$ cat src/rtl/booth_pkg.sv
// Shared types and the radix-4 Booth digit recoding rule for the
// booth_pp_sequencer slice.
package booth_pkg;

  typedef enum logic [2:0] {
    BD_ZERO,
    BD_POS1,
    BD_POS2,
    BD_NEG1,
    BD_NEG2
  } booth_digit_t;

  typedef enum logic {
    IDLE,
    EMIT
  } state_t;

  // Triple is {Y[2i+1], Y[2i], Y[2i-1]}; 111 is deliberately plain zero.
  function automatic booth_digit_t booth_encode(input logic [2:0] triple);
    booth_digit_t d;
    case (triple)
      3'b001, 3'b010: d = BD_POS1;
      3'b011:         d = BD_POS2;
      3'b100:         d = BD_NEG2;
      3'b101, 3'b110: d = BD_NEG1;
      default:        d = BD_ZERO;
    endcase
    return d;
  endfunction

endpackage

$ cat src/rtl/booth_digit_encoder.sv
// Combinational radix-4 Booth digit encoder: magnitude one-hot (one/two)
// plus a sign flag that is never set for a zero digit.
module booth_digit_encoder
  import booth_pkg::*;
(
  input  logic [2:0] triple,
  output logic       one,
  output logic       two,
  output logic       neg
);

  // Decode the recoded digit into magnitude select and sign.
  always_comb begin
    one = 1'b0;
    two = 1'b0;
    neg = 1'b0;
    case (booth_encode(triple))
      BD_POS1: one = 1'b1;
      BD_POS2: two = 1'b1;
      BD_NEG1: begin one = 1'b1; neg = 1'b1; end
      BD_NEG2: begin two = 1'b1; neg = 1'b1; end
      default: ;
    endcase
  end

endmodule

$ cat src/rtl/booth_pp_sequencer.sv
// Sequential radix-4 Booth partial-product source. Accepts one X/Y pair in
// IDLE, then presents one un-negated partial product per handshake in EMIT.
// Optional build macro BOOTH_SKIP_ZERO_EN: zero digits are skipped and only
// nonzero digits (or a single zero digit 0 when all are zero) are emitted.
module booth_pp_sequencer
  import booth_pkg::*;
#(
  parameter int MCAND_W  = 16,
  parameter int MPLIER_W = 16,
  parameter int PP_WIDTH = MCAND_W + 3,
  parameter int IDX_W    = $clog2(MPLIER_W / 2)
) (
  input  logic                clk,
  input  logic                rst,
  input  logic                in_valid,
  output logic                in_ready,
  input  logic [MCAND_W-1:0]  mcand,
  input  logic [MPLIER_W-1:0] mplier,
  output logic                pp_valid,
  input  logic                pp_ready,
  output logic [PP_WIDTH-1:0] pp,
  output logic                pp_sign,
  output logic [IDX_W-1:0]    pp_idx,
  output logic                pp_last
);

  localparam int unsigned NDIG = MPLIER_W / 2;
  localparam logic [IDX_W-1:0] LAST_IDX = IDX_W'(NDIG - 1);

  state_t                     state_q, state_d;
  logic [MCAND_W-1:0]         x_q;
  logic [MPLIER_W-1:0]        y_q;
  logic [IDX_W-1:0]           idx_q, idx_d;
  logic [IDX_W-1:0]           first_idx, next_idx;
  logic                       last;
  logic [MPLIER_W:0]          y_ext;
  logic [2:0]                 cur_triple;
  logic                       cur_one, cur_two, cur_neg;
  logic signed [PP_WIDTH-1:0] x_ext;
  logic [PP_WIDTH-1:0]        mag;

  assign y_ext      = {y_q, 1'b0};
  assign cur_triple = 3'(y_ext >> {idx_q, 1'b0});
  assign x_ext      = PP_WIDTH'(signed'(x_q));

  booth_digit_encoder u_enc (
    .triple (cur_triple),
    .one    (cur_one),
    .two    (cur_two),
    .neg    (cur_neg)
  );

  // Magnitude select: |digit| * sext(X); 2*X fits because PP_WIDTH > MCAND_W+1.
  always_comb begin
    mag = '0;
    if (cur_two)      mag = x_ext << 1;
    else if (cur_one) mag = x_ext;
  end

`ifdef BOOTH_SKIP_ZERO_EN
  // The scan looks at the incoming multiplier while idle so the first
  // nonzero digit is already selected on the cycle after acceptance.
  logic [MPLIER_W-1:0] scan_y;
  logic [MPLIER_W:0]   scan_ext;
  logic [NDIG-1:0]     s_one, s_two, s_neg_unused, nz;
  logic                has_next;

  assign scan_y   = (state_q == IDLE) ? mplier : y_q;
  assign scan_ext = {scan_y, 1'b0};

  for (genvar g = 0; g < NDIG; g++) begin : g_scan
    booth_digit_encoder u_scan_enc (
      .triple (scan_ext[2*g +: 3]),
      .one    (s_one[g]),
      .two    (s_two[g]),
      .neg    (s_neg_unused[g])
    );
  end

  assign nz = s_one | s_two;

  // Priority find of the lowest nonzero digit overall and above idx_q.
  always_comb begin
    first_idx = '0;
    next_idx  = '0;
    has_next  = 1'b0;
    for (int unsigned j = NDIG; j > 0; j--) begin
      if (nz[j-1]) first_idx = IDX_W'(j - 1);
      if (nz[j-1] && ((j - 1) > 32'(idx_q))) begin
        next_idx = IDX_W'(j - 1);
        has_next = 1'b1;
      end
    end
  end

  assign last = !has_next;
`else
  assign first_idx = '0;
  assign next_idx  = idx_q + IDX_W'(1);
  assign last      = (idx_q == LAST_IDX);
`endif

  // Next-state and digit-index sequencing.
  always_comb begin
    state_d = state_q;
    idx_d   = idx_q;
    case (state_q)
      IDLE: begin
        if (in_valid) begin
          state_d = EMIT;
          idx_d   = first_idx;
        end
      end
      EMIT: begin
        if (pp_ready) begin
          if (last) begin
            state_d = IDLE;
            idx_d   = '0;
          end else begin
            idx_d = next_idx;
          end
        end
      end
      default: state_d = IDLE;
    endcase
  end

  // State, index and operand registers; operands load only on acceptance.
  always_ff @(posedge clk) begin
    if (rst) begin
      state_q <= IDLE;
      idx_q   <= '0;
      x_q     <= '0;
      y_q     <= '0;
    end else begin
      state_q <= state_d;
      idx_q   <= idx_d;
      if (state_q == IDLE && in_valid) begin
        x_q <= mcand;
        y_q <= mplier;
      end
    end
  end

  assign in_ready = (state_q == IDLE);
  assign pp_valid = (state_q == EMIT);
  assign pp       = pp_valid ? mag : '0;
  assign pp_sign  = pp_valid && cur_neg;
  assign pp_idx   = idx_q;
  assign pp_last  = pp_valid && last;

endmodule

$ cat config.mk
export PLATFORM = sky130hd
export DESIGN_NAME = booth_pp_sequencer
export DESIGN_NICKNAME = d
export VERILOG_FILES = /design/src/rtl/booth_pkg.sv /design/src/rtl/booth_digit_encoder.sv /design/src/rtl/booth_pp_sequencer.sv
export SDC_FILE = /design/constraint.sdc
export NUM_CORES = 1
export LEC_CHECK = 0
export ABC_AREA = 1
export BUFFER_PORTS_ARGS = -buffer_cell sky130_fd_sc_hd__buf_2
export CAP_MARGIN = 5
export CORE_MARGIN = 2
export CORE_UTILIZATION = 40
export CTS_BUF_LIST = sky130_fd_sc_hd__clkbuf_8
export DETAILED_ROUTE_END_ITERATION = 8
export PLACE_DENSITY_LB_ADDON = 0.08
export SYNTH_ARGS = -nofsm -noshare
export SYNTH_HDL_FRONTEND = slang
export SYNTH_SLANG_ARGS = --single-unit
$ cat constraint.sdc
create_clock -name clk -period 5.5 [get_ports clk]
set_clock_uncertainty 0.05 [all_clocks]
set_input_delay 0.275 -clock clk [delete_from_list [all_inputs] [get_ports clk]]
set_output_delay 0.275 -clock clk [all_outputs]
set_load 0.1 [all_outputs]
# Word level (Yosys, flattened, before mapping)
# Index checks and enable logic that the tools add are counted.
# totals
input_bits	36
register_bits	36
word_cells	44
out_inout_bits	26
# op_classes
n_reduce_logical	9
shift	1
n_addsub	1
mux	15
n_eq_ne	13
n_bitwise	1
# ops
operator	count
$mux W19	3
$shr A17 B4 Y3	1
$eq A3 B3 Y1 const B	5
$eq A3 B2 Y1 const B	4
$pmux W3 S4	1
$reduce_or A2 Y1	5
$mux W3	3
$eq A3 B1 Y1 const B	2
$mux W1	6
$pmux W3 S2	1
$ne A2 B2 Y1 const B	2
$add A3 B1 Y3 const B	1
$logic_and A1 B1 Y1	3
$pmux W1 S2	1
$reduce_and A2 Y1	1
$not A1 Y1	1

# Logic depth before layout (Yosys ltp)
# depth
word_depth	10
ltp_mapped	15
ltp_nobuf	13

# Cells and area by module
# Synthesis repeated with hierarchy kept, for this count alone.
# hier_totals
cells_unflattened	295
area_unflattened_um2	1948.1
# modules_own_cells
mod	instances	area_per_inst_um2	cells_per_inst	seq_area_each_um2
booth_pp_sequencer	1	1838.0	277	720.7
booth_digit_encoder	1	110.1	18	0.0

# Least setup slack after synthesis
# No wires, ideal clock.
# synth_timing
path_type	flip-flop to output port
from	reg idx_q[0] (netlist: pp_idx[0])
to	out pp[17]
path_stages_with_launch	14
setup_slack_ns	0.708
t_arrival_ns	4.467
n_path_buf	2
t_required_ns	5.175
cell_sequence	dfxtp_1 > buf_2 > o21ai_0 > o22ai_1 > inv_1 > o21ai_0 > inv_1 > ha_1 > nor2_2 > nand3_4 > nand2_1 > nand2_1 > nor2_1 > buf_4
# synth_between
elab_chain_len	10
word_cells_on_any_way	21
cone_classes	eq/ne: 10; shift: 1; mux: 6; reduce/logical: 4
# synth_rtl
item	line	rtl
start, declared	booth_pp_sequencer.sv:33	logic [IDX_W-1:0] idx_q, idx_d;
start signal, assigned	booth_pp_sequencer.sv:137	idx_q <= idx_d;
$shr A17 B4 Y3 *	booth_pp_sequencer.sv:43	assign cur_triple = 3'(y_ext >> {idx_q, 1'b0});
$eq A3 B3 Y1, or another cell as far along	booth_pkg.sv:21	case (triple)
$reduce_or A2 Y1	booth_pkg.sv:21	
$pmux W3 S4 *	booth_pkg.sv:21	
$eq A3 B1 Y1 / $eq A3 B2 Y1 (equally long branches)	booth_digit_encoder.sv:17	case (booth_encode(triple))
$reduce_or A2 Y1 (no source line)	-	
$mux W1	booth_digit_encoder.sv:17	
$mux W19	booth_pp_sequencer.sv:57	else if (cur_one) mag = x_ext;
$mux W19 *	booth_pp_sequencer.sv:56	if (cur_two) mag = x_ext << 1;
$mux W19 *	booth_pp_sequencer.sv:147	assign pp = pp_valid ? mag : '0;
end, declared	booth_pp_sequencer.sv:21	output logic [PP_WIDTH-1:0] pp,
# Mark *: on every way between the ends. The rest lies on a longest branch, timed or not.

# Worst setup path after layout
# Ends and elaborated chain as after synthesis.

==> reports/metrics.cfg <==
[run_status]
status=finished clean

[sta]
slew_viol_final=0
finalSetupViolations=0
setup_tns_ps=0
layout_min_cycle_time_ps=3730
fin_crit_sh=0.678
grt_setup_unrepaired=no
finalHoldViolCount=0
fmax_mhz=268
tightestPinTransition_ps=1010
slew_headroom=0.325

[clocking]
cts_tree=built
post-cts-setup-buffers=0
clk-insertion-delay-late_ps=290
numCtsBuffers=5
cts.clk_slew.worst_paths_ps=80
clock-sinks=36
clockBufferDepth=2
htree_num_levels=2
cts_root_buf=clkbuf_8
post_cts_resized=0
cts_hold_buf=0

[placed_design]
place_congestion=0.856
placed_area_sq_mm=0.00234
place_inst=432
dp_hpwl_um=3460
numPortBuffers=61

[critical_path]
cp-endpoint=pp[17]
max_stage_delay_ps=450
critPathLaunch=pp_idx[0]
cp.arrival_ps=3410
crit_path_cell_trace=inv_1 > o21ai_0 > o22ai_1 > inv_1 > o21ai_0 > inv_1 > ha_1 > nor2_2 > nand3_4 > nand2_1 > nand2_1 > nor2_1 > buf_2
r2r_slack_ps=3250
timing.rr.end=x_q[8]
worstSetupPathType=flip-flop to output port
crit_path_max_fanout=25
crit_path_end_kind=output port
rr_worst_depth=5
cp.required_ps=5180
worstReg2RegStart=pp_valid
start_kind=flip-flop
crit_top_cell=inv_1
cp_slowest_cell=buf_2

[grt]
antenna_found_initial=0
grt_overflow=0
grt_start_max_net_pins=40
grt_usage=0.180
grt_pass1_wl_um=7870
grt_pass1_vias=1763

[layout]
syn2layout_area_growth_pct=19.3
finish.utilization=0.488
nets=411
stdcell_count=440
drive_gt1_frac=0.238
finalInstanceArea_sq_mm=0.00244
antenna_cells=0

[detailed_routing]
wl_per_cell_um=10.9
drt_first_pass_iters=4
drt-total-wl_um=4820
vias=2060
viasPerCell=4.68
drcViolationCount=0
drtIter0Drc=83
ant_nets=0

[die]
rows=26
initial_core_util=0.409
die_area_sq_mm=0.00571
coreArea_sq_mm=0.00501
dieWidth_um=75.6
die_y_um=75.6
ios=62

[power]
vdd_ir_drop_max_mv=0.155
p_leak_nw=1.22
power.density_mw_per_mm2=295

[hold_path]
min_from=mplier[5]
hp-class=primary input to flip-flop

[logic_synthesis]
yosys_register_bits=36
synth_warnings=0
ys.flop_type=dfxtp_1
avgSynthCellArea_sq_um=6.38
synth-async-reset-ratio=0
synth_cell_types=23
syn-cell-area_sq_mm=0.00205
synthesis.nets=363
ys_seq_area_frac=0.352
synth_top_area_frac=0.352
netlist_top_cells_count=111 x nand2_1, 43 x nor2_1, 36 x dfxtp_1
yosysMostFrequentCell=nand2_1
synthTopCellsByArea=dfxtp_1 35%, nand2_1 20%, nor2_1 7.9%, a21oi_1 6.8%, inv_1 4.4%
synth_edf_count=0
synth_cells=321
yosys.area.top_type=dfxtp_1

[run]
cap_violations=0

-- stage by stage --
| stage | worst slack, ps | hold slack (ps) | total power [mW] |
|---|---|---|---|
| after floorplan | 708 | 372 | 0.463 |
| after global placement | 2200 | 406 | 0.498 |
| after detailed placement | 2090 | 409 | 0.498 |
| after CTS | 1780 | 168 | 0.728 |
| after global routing | 1410 | 174 | 0.763 |
| final | 1770 | 171 | 0.721 |
-- final cells by class --
| cell class | count | area [sq um] |
|---|---|---|
| Clock buffer | 5 | 68.8 |
| Inverter | 28 | 108 |
| Clock inverter | 3 | 38.8 |
| Timing Repair Buffer | 62 | 313 |
| Multi-Input combinational cell | 236 | 1110 |
| Sequential cell | 36 | 721 |
| Tap cell | 70 | 87.6 |
| Fill cell | 572 | 2560 |
-- state kept, by name, summed over array words and instances (netlist names) --
signal    cells
pp_idx        3
pp_valid      1
x_q          16
y_q          16
-- logic make-up (layout without fill, tap and decap cells) --
kind of cell / after synthesis / after routing / share of synthesized area
AND/OR/NAND/NOR: 181 / 181 / 0.371
AO/OA/AOI/OAI: 49 / 49 / 0.134
adder cells (fa/ha/maj): 6 / 6 / 0.0366
buffers and inverters: 49 / 98 / 0.107
flip-flops: 36 / 36 / 0.352
-- worst max-delay path: cells and delay by family, from the launching register on --
kind            cells  cell delay, ps
compound gates      3             540
fa+ha+maj           1             200
buf+inv             4             890
flops               1             430
simple gates        5            1020
-- routing by layer --
layer | vias up | routed length [um] | track usage
met1 | 904 | 2260 | 0.234
met4 | 0 | 58 | 0.0721
met5 | - | 0 | 0
met2 | 47 | 2210 | 0.288
met3 | 6 | 285 | 0.0423
li1 | 1103 | - | -
-- placed cells by master (no fill, tap or decap), drive strengths merged, types with 4 or more instances in the layout --
master,n
a21oi,28
nand2,119
ha,6
o21ai,8
nor2,45
clkbuf,5
nand3,16
o22ai,4
dfxtp,36
a211oi,8
inv,29
buf,62
-- worst min-delay path by stage --
stage | cells after the start | slack, ps | end
after floorplan | 2 | 370 | x_q[10]
after global routing | 3 | 170 | y_q[12]
after global placement | 2 | 410 | y_q[12]
after detailed placement | 2 | 410 | y_q[12]
after CTS | 3 | 170 | y_q[8]
final | 3 | 170 | y_q[5]
-- power by group --
group	leakage [nW]	switching (mW)	total [mW]	internal, mW
Sequential	0.296	0.0147	0.291	0.276
Combinational	0.862	0.152	0.200	0.0484
Clock	0.0593	0.0975	0.230	0.133
Total	1.22	0.264	0.721	0.457
(Power assumes the default switching activity.)
